### config.mk
export PLATFORM = sky130hd
export DESIGN_NAME = dram_port_arbiter_flat
export DESIGN_NICKNAME = d
export VERILOG_FILES = /design/src/rtl/dram_port_arbiter_pkg.sv /design/src/rtl/dram_port_arbiter_if.sv /design/src/rtl/dram_port_arbiter_arb_timeout_counter.sv /design/src/rtl/dram_port_arbiter.sv /design/src/flat_wrapper.sv
export SDC_FILE = /design/constraint.sdc
export NUM_CORES = 1
export LEC_CHECK = 0
export CORE_AREA = 5 5 204 206
export CTS_BUF_LIST = sky130_fd_sc_hd__clkbuf_16
export DETAILED_ROUTE_END_ITERATION = 6
export DIE_AREA = 0 0 209 211
export HOLD_SLACK_MARGIN = 0.15
export PLACE_DENSITY = 0.68
export SYNTH_ARGS = -nofsm -noshare
export SYNTH_HDL_FRONTEND = slang
export SYNTH_SLANG_ARGS = --single-unit
### constraint.sdc
create_clock -name clk -period 1.97 [get_ports clk]
set_clock_uncertainty 0.15 [all_clocks]
set_input_delay 0.591 -clock clk [delete_from_list [all_inputs] [get_ports clk]]
set_output_delay 0.591 -clock clk [all_outputs]
set_load 0.01 [all_outputs]
### src/rtl/dram_port_arbiter_pkg.sv
// ---------------------------------------------------------------------------
// dram_port_arbiter_pkg
//   Shared definitions for the DRAM port arbiter and its helper counter:
//   arbiter state encoding, the fixed instruction-fetch access control,
//   default timing limits and a counter-width helper.
// ---------------------------------------------------------------------------
package dram_port_arbiter_pkg;

   typedef enum logic [1:0] {
      IDLE    = 2'd0,
      BUSY_IF = 2'd1,
      BUSY_LS = 2'd2
   } arb_state_t;

   // Instruction fetches are always doubleword reads.
   localparam logic [2:0] IF_FETCH_CTRL = 3'b011;

   localparam int DEFAULT_TIMEOUT   = 255;
   localparam int DEFAULT_LS_STREAK = 4;

   // Bits needed to hold values 0..max_val (at least one bit).
   function automatic int cnt_width(input int max_val);
      return (max_val < 2) ? 1 : $clog2(max_val + 1);
   endfunction

endpackage

### src/rtl/dram_port_arbiter_if.sv
// ---------------------------------------------------------------------------
// dram_port_arbiter_if
//   Bundles the IF requester, LS requester and DRAM port signals.
//   master : arbiter side (drives acks, read data, stalls, DRAM request).
//   slave  : environment side (requesters and the DRAM device).
// ---------------------------------------------------------------------------
interface dram_port_arbiter_if #(
   parameter int DRAM_AW = 64
) ();

   // instruction-fetch requester
   logic               if_req;
   logic [DRAM_AW-1:0] if_addr;
   logic               if_ack;
   logic [63:0]        if_rdata;
   logic               stall_if;

   // load/store requester
   logic               ls_req;
   logic [DRAM_AW-1:0] ls_addr;
   logic [63:0]        ls_din;
   logic [2:0]         ls_rd_ctrl;
   logic [2:0]         ls_wr_ctrl;
   logic               ls_ack;
   logic [63:0]        ls_rdata;
   logic               stall_ls;

   // DRAM port
   logic               dram_req;
   logic [DRAM_AW-1:0] dram_addr;
   logic [63:0]        dram_din;
   logic [2:0]         dram_rd_ctrl;
   logic [2:0]         dram_wr_ctrl;
   logic               dram_ack;
   logic [63:0]        dram_rdata;
   logic               timeout_err;

   modport master (
      input  if_req, if_addr, ls_req, ls_addr, ls_din, ls_rd_ctrl, ls_wr_ctrl,
             dram_ack, dram_rdata,
      output if_ack, if_rdata, stall_if, ls_ack, ls_rdata, stall_ls,
             dram_req, dram_addr, dram_din, dram_rd_ctrl, dram_wr_ctrl, timeout_err
   );

   modport slave (
      output if_req, if_addr, ls_req, ls_addr, ls_din, ls_rd_ctrl, ls_wr_ctrl,
             dram_ack, dram_rdata,
      input  if_ack, if_rdata, stall_if, ls_ack, ls_rdata, stall_ls,
             dram_req, dram_addr, dram_din, dram_rd_ctrl, dram_wr_ctrl, timeout_err
   );

endinterface

### src/rtl/dram_port_arbiter_arb_timeout_counter.sv
// ---------------------------------------------------------------------------
// arb_timeout_counter
//   Load/clear/increment counter with an expiry flag, saturating at LIMIT.
//   Ports:
//     clk        clock
//     reset      synchronous, active-low
//     i_load     load i_load_val (start of a transaction)
//     i_load_val value to load
//     i_clr      clear to zero (has priority over load)
//     i_inc      count one waiting cycle
//     o_expired  count has reached LIMIT
// ---------------------------------------------------------------------------
module arb_timeout_counter
   import dram_port_arbiter_pkg::*;
#(
   parameter int LIMIT = DEFAULT_TIMEOUT,
   parameter int W     = cnt_width(LIMIT)
) (
   input  logic         clk,
   input  logic         reset,
   input  logic         i_load,
   input  logic [W-1:0] i_load_val,
   input  logic         i_clr,
   input  logic         i_inc,
   output logic         o_expired
);

   logic [W-1:0] r_count;

   always_ff @(posedge clk) begin
      if (!reset) begin
         r_count <= '0;
      end else if (i_clr) begin
         r_count <= '0;
      end else if (i_load) begin
         r_count <= i_load_val;
      end else if (i_inc && !o_expired) begin
         r_count <= r_count + 1'b1;
      end
   end

   assign o_expired = (r_count == W'(LIMIT));

endmodule

### src/rtl/dram_port_arbiter.sv
// ---------------------------------------------------------------------------
// dram_port_arbiter
//   Shares one DRAM port between the instruction-fetch (IF) and load/store
//   (LS) requesters. One req/ack transaction at a time; completion is a
//   one-cycle ack with registered read data. LS normally wins, but IF wins
//   once LS has taken LS_STREAK consecutive grants while IF was waiting.
//   A transaction with no dram_ack for TIMEOUT+1 busy cycles is aborted with
//   a timeout_err pulse and zero read data.
//   Ports:
//     clk    clock
//     reset  synchronous, active-low
//     bus    dram_port_arbiter_if.master (requesters + DRAM port)
// ---------------------------------------------------------------------------
module dram_port_arbiter
   import dram_port_arbiter_pkg::*;
#(
   parameter int TIMEOUT   = DEFAULT_TIMEOUT,
   parameter int LS_STREAK = DEFAULT_LS_STREAK,
   parameter int DRAM_AW   = 64
) (
   input  logic                clk,
   input  logic                reset,
   dram_port_arbiter_if.master bus
);

   localparam int SW = cnt_width(LS_STREAK);

   arb_state_t         r_state, w_state_next;
   logic               r_dram_req, w_dram_req_next;
   logic [DRAM_AW-1:0] r_dram_addr, w_dram_addr_next;
   logic [63:0]        r_dram_din, w_dram_din_next;
   logic [2:0]         r_dram_rd_ctrl, w_dram_rd_ctrl_next;
   logic [2:0]         r_dram_wr_ctrl, w_dram_wr_ctrl_next;
   logic               r_if_ack, w_if_ack_next;
   logic               r_ls_ack, w_ls_ack_next;
   logic [63:0]        r_if_rdata, w_if_rdata_next;
   logic [63:0]        r_ls_rdata, w_ls_rdata_next;
   logic               r_timeout_err, w_timeout_err_next;
   logic [SW-1:0]      r_streak, w_streak_next;

   logic w_tmo_load, w_tmo_clr, w_tmo_inc, w_tmo_expired;
   logic w_el_if, w_el_ls, w_ls_win, w_grant_if, w_grant_ls;

   arb_timeout_counter #(
      .LIMIT (TIMEOUT)
   ) u_timeout (
      .clk        (clk),
      .reset      (reset),
      .i_load     (w_tmo_load),
      .i_load_val ('0),
      .i_clr      (w_tmo_clr),
      .i_inc      (w_tmo_inc),
      .o_expired  (w_tmo_expired)
   );

   // A requester whose ack is showing this cycle still holds its request;
   // masking it prevents a duplicate grant of the request just served.
   assign w_el_if    = bus.if_req & ~r_if_ack;
   assign w_el_ls    = bus.ls_req & ~r_ls_ack;
   assign w_ls_win   = w_el_ls & ~(w_el_if & (r_streak == SW'(LS_STREAK)));
   assign w_grant_ls = (r_state == IDLE) & w_ls_win;
   assign w_grant_if = (r_state == IDLE) & w_el_if & ~w_ls_win;

   always_comb begin
      w_streak_next = r_streak;
      if (!bus.if_req || w_grant_if) begin
         w_streak_next = '0;
      end else if (w_grant_ls && (r_streak != SW'(LS_STREAK))) begin
         w_streak_next = r_streak + 1'b1;
      end
   end

   always_comb begin
      w_state_next        = r_state;
      w_dram_req_next     = r_dram_req;
      w_dram_addr_next    = r_dram_addr;
      w_dram_din_next     = r_dram_din;
      w_dram_rd_ctrl_next = r_dram_rd_ctrl;
      w_dram_wr_ctrl_next = r_dram_wr_ctrl;
      w_if_ack_next       = 1'b0;
      w_ls_ack_next       = 1'b0;
      w_if_rdata_next     = r_if_rdata;
      w_ls_rdata_next     = r_ls_rdata;
      w_timeout_err_next  = 1'b0;
      w_tmo_load          = 1'b0;
      w_tmo_clr           = 1'b0;
      w_tmo_inc           = 1'b0;

      case (r_state)
         IDLE: begin
            if (w_grant_ls) begin
               w_state_next        = BUSY_LS;
               w_dram_req_next     = 1'b1;
               w_dram_addr_next    = bus.ls_addr;
               w_dram_din_next     = bus.ls_din;
               w_dram_wr_ctrl_next = bus.ls_wr_ctrl;
               // a combined read+write request is treated as a write
               w_dram_rd_ctrl_next = (bus.ls_wr_ctrl != 3'b000) ? 3'b000 : bus.ls_rd_ctrl;
               w_tmo_load          = 1'b1;
            end else if (w_grant_if) begin
               w_state_next        = BUSY_IF;
               w_dram_req_next     = 1'b1;
               w_dram_addr_next    = bus.if_addr;
               w_dram_rd_ctrl_next = IF_FETCH_CTRL;
               w_dram_wr_ctrl_next = 3'b000;
               w_tmo_load          = 1'b1;
            end
         end
         BUSY_IF, BUSY_LS: begin
            if (bus.dram_ack || w_tmo_expired) begin
               w_state_next        = IDLE;
               w_dram_req_next     = 1'b0;
               w_dram_rd_ctrl_next = 3'b000;
               w_dram_wr_ctrl_next = 3'b000;
               w_tmo_clr           = 1'b1;
               // a real ack on the last allowed cycle beats the abort
               w_timeout_err_next  = ~bus.dram_ack;
               if (r_state == BUSY_IF) begin
                  w_if_ack_next   = 1'b1;
                  w_if_rdata_next = bus.dram_ack ? bus.dram_rdata : 64'd0;
               end else begin
                  w_ls_ack_next   = 1'b1;
                  w_ls_rdata_next = (bus.dram_ack && (r_dram_wr_ctrl == 3'b000))
                                    ? bus.dram_rdata : 64'd0;
               end
            end else begin
               w_tmo_inc = 1'b1;
            end
         end
         default: begin
            w_state_next = IDLE;
         end
      endcase
   end

   always_ff @(posedge clk) begin
      if (!reset) begin
         r_state        <= IDLE;
         r_dram_req     <= 1'b0;
         r_dram_addr    <= '0;
         r_dram_din     <= '0;
         r_dram_rd_ctrl <= '0;
         r_dram_wr_ctrl <= '0;
         r_if_ack       <= 1'b0;
         r_ls_ack       <= 1'b0;
         r_if_rdata     <= '0;
         r_ls_rdata     <= '0;
         r_timeout_err  <= 1'b0;
         r_streak       <= '0;
      end else begin
         r_state        <= w_state_next;
         r_dram_req     <= w_dram_req_next;
         r_dram_addr    <= w_dram_addr_next;
         r_dram_din     <= w_dram_din_next;
         r_dram_rd_ctrl <= w_dram_rd_ctrl_next;
         r_dram_wr_ctrl <= w_dram_wr_ctrl_next;
         r_if_ack       <= w_if_ack_next;
         r_ls_ack       <= w_ls_ack_next;
         r_if_rdata     <= w_if_rdata_next;
         r_ls_rdata     <= w_ls_rdata_next;
         r_timeout_err  <= w_timeout_err_next;
         r_streak       <= w_streak_next;
      end
   end

   assign bus.dram_req     = r_dram_req;
   assign bus.dram_addr    = r_dram_addr;
   assign bus.dram_din     = r_dram_din;
   assign bus.dram_rd_ctrl = r_dram_rd_ctrl;
   assign bus.dram_wr_ctrl = r_dram_wr_ctrl;
   assign bus.if_ack       = r_if_ack;
   assign bus.ls_ack       = r_ls_ack;
   assign bus.if_rdata     = r_if_rdata;
   assign bus.ls_rdata     = r_ls_rdata;
   assign bus.timeout_err  = r_timeout_err;
   assign bus.stall_if     = bus.if_req & ~r_if_ack;
   assign bus.stall_ls     = bus.ls_req & ~r_ls_ack;

endmodule

### src/flat_wrapper.sv
// flat-port wrapper written by rule: the top's interface ports become plain ports
module dram_port_arbiter_flat import dram_port_arbiter_pkg::*;
#(
   parameter int TIMEOUT   = DEFAULT_TIMEOUT,
   parameter int LS_STREAK = DEFAULT_LS_STREAK,
   parameter int DRAM_AW   = 64
)
  (clk, reset, bus_if_req, bus_if_addr, bus_ls_req, bus_ls_addr, bus_ls_din, bus_ls_rd_ctrl, bus_ls_wr_ctrl, bus_dram_ack, bus_dram_rdata, bus_if_ack, bus_if_rdata, bus_stall_if, bus_ls_ack, bus_ls_rdata, bus_stall_ls, bus_dram_req, bus_dram_addr, bus_dram_din, bus_dram_rd_ctrl, bus_dram_wr_ctrl, bus_timeout_err);
  dram_port_arbiter_if #(.DRAM_AW(DRAM_AW)) bus_i ();
  input  logic clk;
  input  logic reset;
  input wire logic [$bits(bus_i.if_req)-1:0] bus_if_req;
  input wire logic [$bits(bus_i.if_addr)-1:0] bus_if_addr;
  input wire logic [$bits(bus_i.ls_req)-1:0] bus_ls_req;
  input wire logic [$bits(bus_i.ls_addr)-1:0] bus_ls_addr;
  input wire logic [$bits(bus_i.ls_din)-1:0] bus_ls_din;
  input wire logic [$bits(bus_i.ls_rd_ctrl)-1:0] bus_ls_rd_ctrl;
  input wire logic [$bits(bus_i.ls_wr_ctrl)-1:0] bus_ls_wr_ctrl;
  input wire logic [$bits(bus_i.dram_ack)-1:0] bus_dram_ack;
  input wire logic [$bits(bus_i.dram_rdata)-1:0] bus_dram_rdata;
  output wire logic [$bits(bus_i.if_ack)-1:0] bus_if_ack;
  output wire logic [$bits(bus_i.if_rdata)-1:0] bus_if_rdata;
  output wire logic [$bits(bus_i.stall_if)-1:0] bus_stall_if;
  output wire logic [$bits(bus_i.ls_ack)-1:0] bus_ls_ack;
  output wire logic [$bits(bus_i.ls_rdata)-1:0] bus_ls_rdata;
  output wire logic [$bits(bus_i.stall_ls)-1:0] bus_stall_ls;
  output wire logic [$bits(bus_i.dram_req)-1:0] bus_dram_req;
  output wire logic [$bits(bus_i.dram_addr)-1:0] bus_dram_addr;
  output wire logic [$bits(bus_i.dram_din)-1:0] bus_dram_din;
  output wire logic [$bits(bus_i.dram_rd_ctrl)-1:0] bus_dram_rd_ctrl;
  output wire logic [$bits(bus_i.dram_wr_ctrl)-1:0] bus_dram_wr_ctrl;
  output wire logic [$bits(bus_i.timeout_err)-1:0] bus_timeout_err;
  assign bus_i.if_req = bus_if_req;
  assign bus_i.if_addr = bus_if_addr;
  assign bus_i.ls_req = bus_ls_req;
  assign bus_i.ls_addr = bus_ls_addr;
  assign bus_i.ls_din = bus_ls_din;
  assign bus_i.ls_rd_ctrl = bus_ls_rd_ctrl;
  assign bus_i.ls_wr_ctrl = bus_ls_wr_ctrl;
  assign bus_i.dram_ack = bus_dram_ack;
  assign bus_i.dram_rdata = bus_dram_rdata;
  assign bus_if_ack = bus_i.if_ack;
  assign bus_if_rdata = bus_i.if_rdata;
  assign bus_stall_if = bus_i.stall_if;
  assign bus_ls_ack = bus_i.ls_ack;
  assign bus_ls_rdata = bus_i.ls_rdata;
  assign bus_stall_ls = bus_i.stall_ls;
  assign bus_dram_req = bus_i.dram_req;
  assign bus_dram_addr = bus_i.dram_addr;
  assign bus_dram_din = bus_i.dram_din;
  assign bus_dram_rd_ctrl = bus_i.dram_rd_ctrl;
  assign bus_dram_wr_ctrl = bus_i.dram_wr_ctrl;
  assign bus_timeout_err = bus_i.timeout_err;
  dram_port_arbiter #(.TIMEOUT(TIMEOUT), .LS_STREAK(LS_STREAK), .DRAM_AW(DRAM_AW)) u_core (.clk(clk), .reset(reset), .bus(bus_i));
endmodule
==> metrics.txt, run 1 <==
final wirelength=about 42 mm; CTS Buf Count=34; worst skew pair latency=~0.53 ns; Max-slew headroom=a little over three fifths; met2 Use GR=~30%; core box area=slightly below 40,000 sq um; worst hold start=u_core.bus.ls_rdata[62]; reg-to-reg startpoint=u_core.u_timeout.r_count[1]; Avg Inst Size Synth=9.79 sq um; Yosys cell types=43; most common library cells after synthesis=dfxtp_1 (279), nand2_1 (206), mux2i_1 (73); number of DRC markers in iteration 0=around 470; R2R setup slack=approximately 0.060 ns; class of the most critical setup path=in2out; Via Count=approximately 10,000; TritonRoute pass-1 iters=5; Final setup viols=0; synthesized area=about 10,000 sq um; syn_nets=1,342; # clock sinks=279; Final GP Congestion=just over 0.8; post-layout min period=1.96 ns; boundary pin count=roughly 540; Power Density=between 800 and 900 nW/um^2; # hold bufs at CTS=0; Via-to-Cell Ratio=roughly 4.8; yosys warns=0; clock tree buffer depth=3; Synth top area share=53.5%; cell with the most instances after synthesis=dfxtp_1; leak pwr=slightly below 8 nW; FF+latch area=5600 sq um; Setup crit start=bus_if_req; status=completed; PortBufs=between 500 and 600; Worst Hold Class=reg2reg; Max-Cap Viols=0; CP endpoint kind=output port; global route hottest layer=met2; Synth area leader=dfxtp_1; CTS tree=yes; Mapped Cells=1,067; largest net degree at the start of global routing=65; DR WL/cell=just under 20 um; critical path arrival=roughly 1.2 ns; worst-path cell chain=dlygate4sd2_1 -> buf_6 -> nand2b_4 -> inv_4 -> buf_12; area occupied by multi-input gates=4370 sq um; RSZ-0062 raised after global routing=true; Root Buffer=clkbuf_16; initial antenna violation count=4; Die X=~210 um; first-pass GRT wire length=around 60 mm; Total GRT Usage=between 10% and 20%; H-tree Lvls=2; Post-route DRC=0; power after layout=roughly 0.015 W; slowest cell on the critical path=dlygate4sd2_1; Main synth FF type=dfxtp_1; layout cells sized above 1=10.5%; DIE AREA=~44,000 sq um; Final Hold Viols=0; Die Y-Extent=around 210 um; Final HPWL DP=between 20 and 30 mm; fin. max-slew vios=0; sequential share of the synthesized area=a little over half; Slew @ Worst Pin=about 0.54 ns; largest cells by area after synthesis=dfxtp_1 (53%), nand2_1 (7.4%), mux2i_1 (7.0%), o2bb2ai_1 (5.4%), a22o_1 (5.3%); CP Launch Type=primary input; fin crit share=between 90 and 100%; Starting Density=a little over a quarter; Largest stage delay, worst path=about 0.26 ns; Layout area overhead=68.9%; VDD IR-drop max=0.000697 V; FMAX=510 MHz; FFs w/ async S/R, synth=0%; CP required=around 1.2 ns; DRT antenna net count=0; FILL cells=3,825; synthesized flop and latch total=between 200 and 300; Nets=1,895; GR Overflow Total=0; met1 Usage GRT=about a fifth; GR Util met3=approximately 6.3%; Worst-path clk slew=0.05 ns; peak fanout along the critical path=2; vias in the first global route=10,414; setup TNS=0 ns; Post-synth EDFFs=0; Std-Cell Rows=73
[layer usage]
metal | share of wire [%] | wire length (um)
met1 | 40 | 16600
met5 | 0.031 | 13
met2 | 49 | 20700
met4 | 2.3 | 960
met3 | 8.7 | 3640
[sequential cells by signal, indices dropped and copies added, names as in the netlist]
| register | count |
|---|---|
| u_core.bus.if_rdata | 64 |
| u_core.bus.if_ack | 1 |
| u_core.bus.dram_wr_ctrl | 3 |
| u_core.r_streak | 3 |
| u_core.bus.ls_rdata | 64 |
| u_core.bus.dram_req | 1 |
| u_core.bus.dram_din | 64 |
| u_core.bus.dram_addr | 64 |
| u_core.r_state | 2 |
| u_core.bus.timeout_err | 1 |
| u_core.bus.ls_ack | 1 |
| u_core.bus.dram_rd_ctrl | 3 |
| u_core.u_timeout.r_count | 8 |
[logic make-up (layout without fill, tap and decap cells)]
family,count (synthesis),after routing,synth area share [%]
other cells,0,1,0
xor+xnor,3,3,0.252
mux,73,73,7.00
flops,279,279,53.5
compound gates,279,279,18.5
simple gates,320,321,14.0
buf+inv,105,677,5.80
fa+ha+maj,8,8,0.959
[per-stage QoR]
| stage | instances | hold WS [ns] | area (sq um) | utilization, % | setup WS (ns) |
|---|---|---|---|---|---|
| finish | 2166 | 0.298 | 17600 | 44.7 | 0.00736 |
| CTS | 2158 | 0.297 | 17500 | 44.3 | -0.0400 |
| global route | 2166 | 0.312 | 17600 | 44.7 | -0.0561 |
| floorplan | 1067 | 0.303 | 10400 | - | 0.0617 |
| global placement | 2095 | 0.286 | 16600 | 42.0 | -0.559 |
| detailed placement | 2095 | 0.291 | 16600 | 42.0 | -0.546 |
[where the power goes]
part | switching (W) | total [W] | leakage, nW | internal, W
registers | 0.000205 | 0.00625 | 2.28 | 0.00604
clock network | 0.00241 | 0.00587 | 0.529 | 0.00346
logic | 0.00155 | 0.00314 | 5.02 | 0.00158
total | 0.00417 | 0.0153 | 7.82 | 0.0111
[worst max-delay path: cells and delay by family]
kind	cells	cell delay, ns
simple gates	1	0.07
buf+inv	4	0.56
[what timing repair did]
item | CTS | global route
pin swaps | 1 | 6
resized for setup | 330 | 39
gates cloned | 3 | 4
setup endpoints to repair | 344 | 137
setup buffers | 4 | 3
[worst paths after layout]
check / to / depth (start not counted)
hold / removal: u_core.bus.ls_rdata[62] / 2
setup reg to reg: u_core.bus.ls_rdata[12] / 6
setup / recovery: bus_stall_if / 5
hold reg to reg: u_core.bus.ls_rdata[62] / 2
[cell usage in the layout (no fill, tap or decap), types with 12 or more instances in the layout]
cell type	count
dfxtp_1	272
clkdlybuf4s50_1	263
dlygate4sd2_1	238
nand2_1	206
a21oi_1	70
mux2i_1	68
nand4_1	65
o2bb2ai_1	64
a22o_1	63
buf_4	46
o21ai_0	39
clkbuf_16	39
o21ai_1	26
buf_12	17
clkdlybuf4s15_1	16
inv_1	12
[layout make-up]
cell class | instances | area share (%)
diodes | 1 | 0.0142
clock buffers | 35 | 4.97
clock inverters | 21 | 0.858
inverters | 11 | 0.248
multi-input cells | 684 | 24.8
flip-flops and latches | 279 | 31.7
well taps | 525 | 3.72
repair buffers | 610 | 33.7
(Power assumes the default switching activity.)
==> run 2: changes to the inputs <==
--- a/config.mk
+++ b/config.mk
@@ -5,12 +5,12 @@
 export SDC_FILE = /design/constraint.sdc
 export NUM_CORES = 1
 export LEC_CHECK = 0
-export CORE_AREA = 5 5 204 206
+export CORE_AREA = 2 2 207 209
 export CTS_BUF_LIST = sky130_fd_sc_hd__clkbuf_16
 export DETAILED_ROUTE_END_ITERATION = 6
 export DIE_AREA = 0 0 209 211
-export HOLD_SLACK_MARGIN = 0.15
-export PLACE_DENSITY = 0.68
+export HOLD_SLACK_MARGIN = 0.03
+export PLACE_DENSITY = 0.66
 export SYNTH_ARGS = -nofsm -noshare
 export SYNTH_HDL_FRONTEND = slang
 export SYNTH_SLANG_ARGS = --single-unit
==> run 2 against run 1 <==
Net effect:
- maximum frequency up 2.2%
- first-iteration DRC count up 35%
- largest cell class unchanged
- sequential share of layout area down 0.46 points
- total power up 2.1%
- via count down 0.44%
- clock power up 3%
- die area unchanged
- cell count up 1.5%
- wire length down 3.1%
- design area up 1.4%
- sequential power about the same
- global-route usage up 0.11 points
==> metrics.txt, run 2 (same netlist as run 1, synthesis figures left out) <==
Nets=1,907; post-layout min period=approximately 1.9 ns; core box area=41,800 sq um; VDD IR-drop max=0.000536 V; placed cell count=approximately 2,100; placed cell area=between 15,000 and 20,000 sq um; commonest non-fill, non-tap cell in the layout=dfxtp_1; DRT antenna net count=0; class of the most critical setup path=reg2out; layout cells sized above 1=a little over a tenth; Largest stage delay, worst path=between 0.3 and 0.4 ns; CTS Buf Count=34; worst skew pair latency=~0.52 ns; Final GP Congestion=approximately 0.8; CTS tree=yes; Final HPWL DP=around 29 mm; Final Hold Viols=0; leak pwr=~8 nW; Starting Density=between 20% and 30%; DR WL/cell=18.5 um; post-route cell area=about 18,000 sq um; Die Y-Extent=211 um; CP required=between 1 and 1.5 ns; Pint=0.0114 W; commonest non-fill, non-tap cells in the layout=dfxtp_1 (274), clkdlybuf4s50_1 (262), dlygate4sd2_1 (249); Net Switching=about 0.0042 W; worst-path cell chain=dlygate4sd2_1; TritonRoute pass-1 iters=7; power after layout=0.0156 W; fin crit share=97.5%; peak fanout along the critical path=2; Root Buffer=clkbuf_16; Std-Cell Rows=75; Post-route DRC=0; vias in the first global route=10,346; FMAX=approximately 520 MHz; R2R setup slack=around 0.060 ns; Via Count=between 10,000 and 15,000; Reg power frac=40.1%; status=completed; Max-Cap Viols=0; Die X=between 200 and 250 um; slowest cell on the critical path=dfxtp_1; Total GRT Usage=~18%; Final setup viols=0; first-pass GRT wire length=between 60 and 70 mm; Worst-path clk slew=around 0.060 ns; initial antenna violation count=9; switching part of the total power=between 20 and 30%; H-tree Lvls=2; boundary pin count=535; kind of cell adding the most delay to the critical path=flip-flops; number of DRC markers in iteration 0=around 630; clock tree buffer depth=3; Max-slew headroom=between 60% and 70%; Slew @ Worst Pin=0.478 ns; DIE AREA=between 40,000 and 50,000 sq um; GR Overflow Total=0; Worst Hold Class=in2reg; Via-to-Cell Ratio=around 4.7; CP Launch Type=register; Power Density=a little under 900 nW/um^2; combinational power share=between 20% and 30%; Worst Path Buf+Inv=1; Clk network pwr share=between 30% and 40%; critical path arrival=~1.2 ns; largest net degree at the start of global routing=66; PortBufs=534; final wirelength=just over 40 mm; # clock sinks=~280; CP endpoint kind=output port; fin. max-slew vios=0; Finished Layout Cells=approximately 2,200; final core occ=42.8%; Layout area overhead=71.2%
==> run 2: changes by cell type in the layout (fill, tap and decap cells not counted), sizes merged, moves of 3 or more <==
cell | previous run | this run
buf | 79 | 90
bufbuf | 0 | 3
clkbuf | 43 | 40
clkdlybuf4s15 | 22 | 12
clkinvlp | 0 | 3
diode | 1 | 7
dlygate4sd2 | 238 | 249
==> run 2: stage by stage <==
step	setup TNS, ns	setup slack (ns)	hold WS, ns
4_1_cts	-0.776	-0.0509	0.253
3_5_place_dp	-149.52	-0.694	0.291
5_1_grt	-0.00901	-0.00482	0.297
3_3_place_gp	-135.70	-0.680	0.286
6_report	0	0.0499	0.291
2_1_floorplan	0	0.0617	0.303
==> run 2: worst paths after layout <==
| kind | start | to | cells after the start |
|---|---|---|---|
| max reg2reg | u_core.r_state[1] | u_core.bus.dram_din[28] | 9 |
| min | reset | u_core.bus.ls_rdata[25] | 3 |
| min reg2reg | u_core.bus.ls_rdata[40] | u_core.bus.ls_rdata[40] | 2 |
| max | u_core.bus.if_rdata[32] | bus_if_rdata[32] | 1 |
==> run 2: timing repair <==
| item | CTS | global route |
|---|---|---|
| setup buffers | 10 | 5 |
| pin swaps | 2 | 4 |
| resized for setup | 324 | 35 |
| hold buffers | 0 | 0 |
| setup endpoints to repair | 404 | 162 |
| cloned | 7 | 2 |
==> run 2: layout make-up <==
type                       instances  area, sq um
antenna                            7         17.5
clock buffer                      35          876
clock inverter                    22          193
fill                            4104        23900
inverter                          11         43.8
multi-input combinational        684         4370
sequential                       279         5590
tap                              539          674
timing repair buffer             622         6120
==> run 2: power by group through the flow <==
stage | registers, W | logic [W] | clock network (W)
finish | 0.00625 | 0.00327 | 0.00606
global route | 0.00630 | 0.00350 | 0.00648
CTS | 0.00625 | 0.00322 | 0.00625
detailed placement | 0.00637 | 0.00322 | 0
global placement | 0.00636 | 0.00319 | 0
floorplan | 0.00654 | 0.00115 | 0
==> run 2: metal layers <==
metal	vias up	routed length (um)	global-route usage (%)
met4	0	1380	7.88
met5	-	0	0
met3	67	3410	5.49
li1	4962	-	-
met1	4815	16500	20.7
met2	454	19300	29.1
==> run 3: changes to the inputs <==
--- a/config.mk
+++ b/config.mk
@@ -5,6 +5,8 @@
 export SDC_FILE = /design/constraint.sdc
 export NUM_CORES = 1
 export LEC_CHECK = 0
+export ABC_CLOCK_PERIOD_IN_PS = 1970
+export CAP_MARGIN = 30
 export CORE_AREA = 2 2 207 209
 export CTS_BUF_LIST = sky130_fd_sc_hd__clkbuf_16
 export DETAILED_ROUTE_END_ITERATION = 6
==> results of run 3 <==
The final DEF is identical to that of run 2; final timing and power are the same.
